### src/rtl/comp_mul_sequencer_if.sv
// comp_mul_sequencer_if
//   Board-side and datapath-side signals of the compare/multiply sequencer.
//   slave  : the sequencer (consumes button/switches/dp_out, drives operands and LEDs)
//   master : the surroundings (board I/O plus the datapath instance)
//   btn_in  raw push-button          auto_en  1 = auto scan, 0 = manual switches
//   sw_a    manual operand a         sw_b     manual operand b
//   dp_out  datapath result          dp_a/dp_b/dp_pb0  operands and function select
//   led     latched result           busy     sequence in flight   done  capture pulse
interface comp_mul_sequencer_if;
  logic       btn_in;
  logic       auto_en;
  logic [1:0] sw_a;
  logic [1:0] sw_b;
  logic [3:0] dp_out;
  logic [1:0] dp_a;
  logic [1:0] dp_b;
  logic       dp_pb0;
  logic [3:0] led;
  logic       busy;
  logic       done;

  modport slave (
    input  btn_in, auto_en, sw_a, sw_b, dp_out,
    output dp_a, dp_b, dp_pb0, led, busy, done
  );

  modport master (
    output btn_in, auto_en, sw_a, sw_b, dp_out,
    input  dp_a, dp_b, dp_pb0, led, busy, done
  );
endinterface

### src/rtl/comp_mul_sequencer.sv
// comp_mul_sequencer
//   Controller for a shared 2-bit compare/multiply datapath. A debounced button
//   press toggles the function mode; operands come from the switches (manual)
//   or from a 4-bit scan index (auto). Each sequence applies the operands,
//   waits SETTLE_CYCLES, latches dp_out onto the LEDs and pulses done.
// Ports
//   clk    system clock, rising edge
//   rst_n  asynchronous active-low reset
//   bus    comp_mul_sequencer_if.slave (button, switches, datapath, LEDs, status)
module comp_mul_sequencer #(
  parameter int DB_CYCLES     = 16,
  parameter int SETTLE_CYCLES = 2,
  parameter int HOLD_CYCLES   = 8
) (
  input  logic                  clk,
  input  logic                  rst_n,
  comp_mul_sequencer_if.slave   bus
);

  localparam int DB_W    = $clog2(DB_CYCLES + 1);
  localparam int CNT_MAX = (SETTLE_CYCLES > HOLD_CYCLES) ? SETTLE_CYCLES : HOLD_CYCLES;
  localparam int CNT_W   = $clog2(CNT_MAX + 1);

  typedef enum logic [2:0] {
    ST_IDLE    = 3'd0,
    ST_APPLY   = 3'd1,
    ST_SETTLE  = 3'd2,
    ST_CAPTURE = 3'd3,
    ST_HOLD    = 3'd4
  } state_t;

  // Button conditioning
  logic            sync1_r;
  logic            sync2_r;
  logic [DB_W-1:0] db_cnt_r;
  logic            btn_stable_r;
  logic            toggle_r;
  logic            mode_r;

  // Sequencer state
  state_t           state_r;
  state_t           state_nxt_s;
  logic [CNT_W-1:0] cnt_r;
  logic [3:0]       scan_idx_r;
  logic [3:0]       scan_sel_s;
  logic             scan_inc_s;
  logic             capture_s;
  logic             change_s;
  logic [4:0]       last_applied_r;
  logic             pending_r;

  // Registered outputs
  logic [1:0] dp_a_r;
  logic [1:0] dp_b_r;
  logic       dp_pb0_r;
  logic [3:0] led_r;
  logic       busy_r;
  logic       done_r;

  // Synchronise and debounce the button; a debounced rising edge flips the mode
  // and raises toggle_r for one cycle, in which mode_r already holds the new value.
  always_ff @(posedge clk or negedge rst_n) begin
    if (!rst_n) begin
      sync1_r      <= 1'b0;
      sync2_r      <= 1'b0;
      db_cnt_r     <= '0;
      btn_stable_r <= 1'b0;
      toggle_r     <= 1'b0;
      mode_r       <= 1'b0;
    end else begin
      sync1_r  <= bus.btn_in;
      sync2_r  <= sync1_r;
      toggle_r <= 1'b0;
      if (sync2_r == btn_stable_r) begin
        db_cnt_r <= '0;
      end else if (db_cnt_r == DB_W'(DB_CYCLES - 1)) begin
        db_cnt_r     <= '0;
        btn_stable_r <= sync2_r;
        if (sync2_r) begin
          toggle_r <= 1'b1;
          mode_r   <= ~mode_r;
        end
      end else begin
        db_cnt_r <= db_cnt_r + {{(DB_W-1){1'b0}}, 1'b1};
      end
    end
  end

  // Next-state logic; a mode toggle in any active state restarts at APPLY.
  always_comb begin
    state_nxt_s = state_r;
    capture_s   = 1'b0;
    scan_inc_s  = 1'b0;
    change_s    = ({mode_r, bus.sw_a, bus.sw_b} != last_applied_r);
    case (state_r)
      ST_IDLE: begin
        if (pending_r || bus.auto_en || change_s || toggle_r) begin
          state_nxt_s = ST_APPLY;
        end else begin
          state_nxt_s = ST_IDLE;
        end
      end
      ST_APPLY: begin
        if (toggle_r) begin
          state_nxt_s = ST_APPLY;
        end else begin
          state_nxt_s = ST_SETTLE;
        end
      end
      ST_SETTLE: begin
        if (toggle_r) begin
          state_nxt_s = ST_APPLY;
        end else if (cnt_r == CNT_W'(SETTLE_CYCLES - 1)) begin
          state_nxt_s = ST_CAPTURE;
          capture_s   = 1'b1;
        end else begin
          state_nxt_s = ST_SETTLE;
        end
      end
      ST_CAPTURE: begin
        if (toggle_r) begin
          state_nxt_s = ST_APPLY;
        end else if (bus.auto_en) begin
          state_nxt_s = ST_HOLD;
        end else begin
          state_nxt_s = ST_IDLE;
        end
      end
      ST_HOLD: begin
        if (toggle_r) begin
          state_nxt_s = ST_APPLY;
        end else if (!bus.auto_en) begin
          state_nxt_s = ST_IDLE;
        end else if (cnt_r == CNT_W'(HOLD_CYCLES - 1)) begin
          state_nxt_s = ST_APPLY;
          scan_inc_s  = 1'b1;
        end else begin
          state_nxt_s = ST_HOLD;
        end
      end
      default: begin
        state_nxt_s = ST_IDLE;
      end
    endcase
    if (scan_inc_s) begin
      scan_sel_s = scan_idx_r + 4'd1;
    end else begin
      scan_sel_s = scan_idx_r;
    end
  end

  // State register and SETTLE/HOLD cycle counter (cleared on every state entry).
  always_ff @(posedge clk or negedge rst_n) begin
    if (!rst_n) begin
      state_r <= ST_IDLE;
      cnt_r   <= '0;
    end else begin
      state_r <= state_nxt_s;
      if ((state_nxt_s == state_r) &&
          ((state_r == ST_SETTLE) || (state_r == ST_HOLD))) begin
        cnt_r <= cnt_r + {{(CNT_W-1){1'b0}}, 1'b1};
      end else begin
        cnt_r <= '0;
      end
    end
  end

  // Operand load on APPLY entry, result capture on CAPTURE entry, status flags.
  always_ff @(posedge clk or negedge rst_n) begin
    if (!rst_n) begin
      dp_a_r         <= 2'b00;
      dp_b_r         <= 2'b00;
      dp_pb0_r       <= 1'b0;
      led_r          <= 4'b0000;
      busy_r         <= 1'b0;
      done_r         <= 1'b0;
      scan_idx_r     <= 4'd0;
      last_applied_r <= 5'd0;
      pending_r      <= 1'b1;
    end else begin
      done_r <= capture_s;
      busy_r <= (state_nxt_s == ST_APPLY) || (state_nxt_s == ST_SETTLE) ||
                (state_nxt_s == ST_CAPTURE);
      if (capture_s) begin
        led_r <= bus.dp_out;
      end
      if (scan_inc_s) begin
        scan_idx_r <= scan_sel_s;
      end
      if (state_nxt_s == ST_APPLY) begin
        dp_pb0_r       <= mode_r;
        last_applied_r <= {mode_r, bus.sw_a, bus.sw_b};
        pending_r      <= 1'b0;
        if (bus.auto_en) begin
          dp_a_r <= scan_sel_s[3:2];
          dp_b_r <= scan_sel_s[1:0];
        end else begin
          dp_a_r <= bus.sw_a;
          dp_b_r <= bus.sw_b;
        end
      end
    end
  end

  assign bus.dp_a   = dp_a_r;
  assign bus.dp_b   = dp_b_r;
  assign bus.dp_pb0 = dp_pb0_r;
  assign bus.led    = led_r;
  assign bus.busy   = busy_r;
  assign bus.done   = done_r;

endmodule

### src/flat_wrapper.sv
// flat-port wrapper written by rule: the top's interface ports become plain ports
module comp_mul_sequencer_flat 
#(
  parameter int DB_CYCLES     = 16,
  parameter int SETTLE_CYCLES = 2,
  parameter int HOLD_CYCLES   = 8
)
  (clk, rst_n, bus_btn_in, bus_auto_en, bus_sw_a, bus_sw_b, bus_dp_out, bus_dp_a, bus_dp_b, bus_dp_pb0, bus_led, bus_busy, bus_done);
  comp_mul_sequencer_if bus_i ();
  input  logic clk;
  input  logic rst_n;
  input wire logic [$bits(bus_i.btn_in)-1:0] bus_btn_in;
  input wire logic [$bits(bus_i.auto_en)-1:0] bus_auto_en;
  input wire logic [$bits(bus_i.sw_a)-1:0] bus_sw_a;
  input wire logic [$bits(bus_i.sw_b)-1:0] bus_sw_b;
  input wire logic [$bits(bus_i.dp_out)-1:0] bus_dp_out;
  output wire logic [$bits(bus_i.dp_a)-1:0] bus_dp_a;
  output wire logic [$bits(bus_i.dp_b)-1:0] bus_dp_b;
  output wire logic [$bits(bus_i.dp_pb0)-1:0] bus_dp_pb0;
  output wire logic [$bits(bus_i.led)-1:0] bus_led;
  output wire logic [$bits(bus_i.busy)-1:0] bus_busy;
  output wire logic [$bits(bus_i.done)-1:0] bus_done;
  assign bus_i.btn_in = bus_btn_in;
  assign bus_i.auto_en = bus_auto_en;
  assign bus_i.sw_a = bus_sw_a;
  assign bus_i.sw_b = bus_sw_b;
  assign bus_i.dp_out = bus_dp_out;
  assign bus_dp_a = bus_i.dp_a;
  assign bus_dp_b = bus_i.dp_b;
  assign bus_dp_pb0 = bus_i.dp_pb0;
  assign bus_led = bus_i.led;
  assign bus_busy = bus_i.busy;
  assign bus_done = bus_i.done;
  comp_mul_sequencer #(.DB_CYCLES(DB_CYCLES), .SETTLE_CYCLES(SETTLE_CYCLES), .HOLD_CYCLES(HOLD_CYCLES)) u_core (.clk(clk), .rst_n(rst_n), .bus(bus_i));
endmodule
### config.mk
export PLATFORM = sky130hd
export DESIGN_NAME = comp_mul_sequencer_flat
export DESIGN_NICKNAME = d
export VERILOG_FILES = /design/src/rtl/comp_mul_sequencer_if.sv /design/src/rtl/comp_mul_sequencer.sv /design/src/flat_wrapper.sv
export SDC_FILE = /design/constraint.sdc
export NUM_CORES = 1
export LEC_CHECK = 0
export CAP_MARGIN = 10
export CORE_MARGIN = 2
export CORE_UTILIZATION = 50
export CTS_BUF_LIST = sky130_fd_sc_hd__clkbuf_4
export CTS_CLUSTER_DIAMETER = 50
export CTS_CLUSTER_SIZE = 20
export DETAILED_ROUTE_END_ITERATION = 8
export GPL_ROUTABILITY_DRIVEN = 0
export GPL_TIMING_DRIVEN = 0
export PLACE_DENSITY = 0.79
export RECOVER_POWER = 25
export SLEW_MARGIN = 20
export SYNTH_ARGS = -nofsm -noshare
export SYNTH_HDL_FRONTEND = slang
export SYNTH_SLANG_ARGS = --single-unit
### constraint.sdc
create_clock -name clk -period 4 [get_ports clk]
set_input_delay 1 -clock clk [delete_from_list [all_inputs] [get_ports clk]]
set_output_delay 1 -clock clk [all_outputs]
set_load 0.005 [all_outputs]
==> metrics list <==
- The run finished, with violations left.
* Violated checks: capacitance limit, slew limit
- Number of resized instances in the post-cts repair step: 0
- Net Count, Synth: 143
- Entering global routing, the biggest net connects 33 pins.
* Type of the tightest min-delay check: reg2reg
* Maximum net fanout on the critical path: 10
- Wirelength per Cell: 14.49 um
- I/O pin count: 23
- Clock tree from TritonCTS: built
- In the final layout, flip-flops and latches occupy 927.1 um2.
* Power Density: roughly 620 nW/um2
- Number of iterations in the first detailed-routing pass: 4
- Chip Height: between 60 and 70 um
- Number of buffers created by CTS: 5
- Count of cells along the worst hold path: 0
- Summing the sequential cell areas from Yosys gives between 50% and 60% of the chip area.
- Average cell area after synthesis: about 14 um2
* Wire length of the first global-routing pass: roughly 5400 um
- STA puts the critical path data required time at 4.23 ns.
* Leakage power figure: around 1.0 nW
- Startpoint kind of the worst setup timing path: input pin
- Worst path buffer plus inverter count: 2
- The number of hold-slack violations in the final timing report was 0.
* Post-CTS repair timing setup buffer count: 0
* Layout net count: ~170
- Timing would allow up to about 380 MHz.
- In the finished design, the share of the clock period the worst path needs comes to around 65%.
* Number of antenna violations at the first check in global routing: 0
- After the first detailed-routing iteration, the DRC count stood at 46.
- Counting buffers and inverters, the worst setup path is 7 cells deep.
* Detail Route Antenna Nets: 0
* Shortest clock period the worst path allows after layout: 2.611 ns
* Number of placed instances with taps included: between 150 and 200
- In this run, synthesis produced a sequential element count of 37.
- RSZ-0062 raised after global routing: no
- Clock network power share: 24.6%
- Number of max-capacitance violations reported: 1
* Sort of element at the end of the critical path: flip-flop
- For the worst flop-to-flop path, the logic depth is 6.
- TritonCTS sink count: 37
- At the pin with the least slew margin, the transition time is roughly 1.7 ns.
- Internal power component: 922.7 uW
* Die X-Extent: approximately 63 um
- After floorplanning, the core was divided into 21 placement rows.
* Core region area: about 3300 um2
* Routed WL: 2941 um
- The H-tree was split into 2 levels.
- After synthesis the cells add up to roughly 1700 um2.
- During synthesis, Yosys emitted a total of 0 warnings.
* Clock latency at the later pin of the worst-skew pair: about 0.34 ns
- Data arrival time of the critical path: 2.84 ns
- Summing all multi-input logic gate instances after layout gives 752.0 um2.
- Across the VDD grid, the largest voltage drop is just under 400 uV.
- Clock-pin slew reported for the worst setup and hold paths after clock tree synthesis: 0.11 ns
- Inserted Diodes: 0
- Cell at the slowest stage of the critical path: clkdlybuf4s50_1
- Via count of the first global-routing pass: 1159
- Of the post-synthesis cell area, the dominant cell type holds between 50% and 60%.
* Number of fillers in the final layout: 257
- For this run, the slowest stage of the critical path takes 0.45 ns.
* Switch share: 28.43%
* Endpoints failing setup: 0
* Non-Filler Instances: 203
* Top flip-flop cell by instance count after synthesis: dfrtp_1
- The final number of max-transition violations is 33.
- Count of hold buffers inserted by post-cts repair: 0
* Detailed-placement wirelength estimate: ~2200 um
- Traced cell by cell, the critical path runs through clkdlybuf4s50_1, xor2_1, nor4_1, a31o_1, o21a_1, buf_6, mux2_4.
* Setup total negative slack: 0 ns
* Via-per-instance ratio: 5.177
- Fraction of registers with async set or reset after synthesis: 100.0%
- Among cell families on the critical path, the largest total delay comes from buffers and inverters.
- Synth unique cells: 39
* Post-route setup slack: 1.389 ns
- Maximum clock skew at final layout: approximately 0.0091 ns
- GR Overflow Total: 0
- Counting along the longest clock path gives a buffer depth of 2.
- Proportion of layout cells with a drive suffix above 1: 20.38%
- Measured on the finished design, the core utilization comes to between 60% and 70%.
- Summing all placed instances gives a cell area of between 2000 and 2500 um2.
- Clock root buffer: clkbuf_4
- Synth Instances: 127
- For this design the total switching power over the nets is 366.5 uW.
- Reg power frac: between 40% and 50%
* Effective utilization at floorplan: roughly 52%
* Post-route design area: about 2100 um2
- Combinational group share of total power: a little over a third
- Post-route DRC violation count: 0
* DR vias: between 1k and 1.5k
- In this run the tool buffered the top-level ports with 21 buffer cells.
- All-layer global routing usage: roughly 18%
- Counting flops with a built-in enable in the synthesized netlist gives 0.
- Summing internal, switching and leakage power gives 1.289 mW.
* Most area-consuming cells after synthesis: dfrtp_1, mux2_4, xor2_1, mux2_1, ha_1
- dfrtp_1 takes more of the synthesized area than any other cell.
- Overall die area: ~3900 um2
* Critical path type: in2reg
* Setup Slack @ Placement: 1.002 ns
- The tightest hold path in the finished design has a slack of around 0.36 ns.
- From synthesis to final layout, the design area changed by 21.34%.
* Max-slew headroom at the worst pin: -12.82%
power groups by stage:
stage | clock, mW | sequential (mW) | combinational (mW)
3_5_place_dp | 0 | 0.524 | 0.464
3_3_place_gp | 0 | 0.517 | 0.442
2_1_floorplan | 0 | 0.516 | 0.312
4_1_cts | 0.322 | 0.517 | 0.466
6_report | 0.317 | 0.516 | 0.456
5_1_grt | 0.347 | 0.527 | 0.500
worst paths after layout:
path / from / end / slack, ns
worst max-delay path: bus_sw_a[0] / u_core.bus.dp_b[0] / 1.39
worst min-delay path: u_core.sync1_r / u_core.sync2_r / 0.36
worst max register to register: u_core.cnt_r[0] / u_core.bus.dp_b[1] / 1.86
worst min register to register: u_core.sync1_r / u_core.sync2_r / 0.36
max in group asynchronous: rst_n / u_core.last_applied_r[1] / 1.63
min in group asynchronous: rst_n / u_core.bus.led[2] / 0.50
state kept, by name, summed over array words and instances, names as in the netlist, 2 cells and up:
signal                 flops
u_core.bus.dp_a            2
u_core.bus.dp_b            2
u_core.bus.led             4
u_core.cnt_r               4
u_core.db_cnt_r            5
u_core.last_applied_r      5
u_core.scan_idx_r          4
u_core.state_r             3
area by class of cell:
class / count / share of cell area, %
clock buffers: 5 / 1.794
plain buffers: 3 / 1.615
inverters: 3 / 0.5383
multi-input cells: 84 / 35.94
well taps: 46 / 2.751
clock inverters: 3 / 3.110
repair buffers: 22 / 9.928
flip-flops and latches: 37 / 44.32
cell families after synthesis:
logic type	after synthesis	share of synthesized area (%)
buffers and inverters	6	2.612
adder cells (fa/ha/maj)	4	2.903
AO/OA/AOI/OAI	10	5.371
XOR/XNOR	14	7.111
multiplexers	18	13.93
AND/OR/NAND/NOR	38	14.30
flip-flops	37	53.77
cells in the final DEF, fill, tap and decap left out, types with 3 or more instances in the layout:
cell type / n
nand3_1: 5
clkdlybuf4s50_1: 20
mux2_1: 6
and2_1: 3
nand2_1: 4
buf_6: 3
nor2_1: 9
xnor2_1: 4
ha_1: 4
clkbuf_4: 5
mux2_4: 10
xor2_1: 10
dfrtp_1: 36
per-layer routing:
metal / vias to the layer above / GRT usage [%] / routed length [um]
li1: 499 / - / -
met1: 532 / 21.27 / 1288
met2: 13 / 29.97 / 1510
met3: 7 / 5.766 / 96
met4: 0 / 6.667 / 45
met5: - / 0 / 0
worst reg2reg max path: stages (launching register included):
cell	delay, ns
dfrtp_1	0.43
ha_1	0.22
and3b_1	0.28
and3b_4	0.27
mux2_4	0.31
mux2_2	0.26
mux2_4	0.27
synthesized netlist by cell type (2+ instances only):
library cell  instances
dfrtp_1              36
mux2_4               10
xor2_1               10
nor2_1                9
mux2_1                6
nand3_1               5
ha_1                  4
nand2_1               4
xnor2_1               4
and2_1                3
buf_6                 3
and3_1                2
inv_1                 2
mux2_2                2
nor3_1                2
o21ai_0               2
Note: power is estimated with default switching activity, not from simulation.
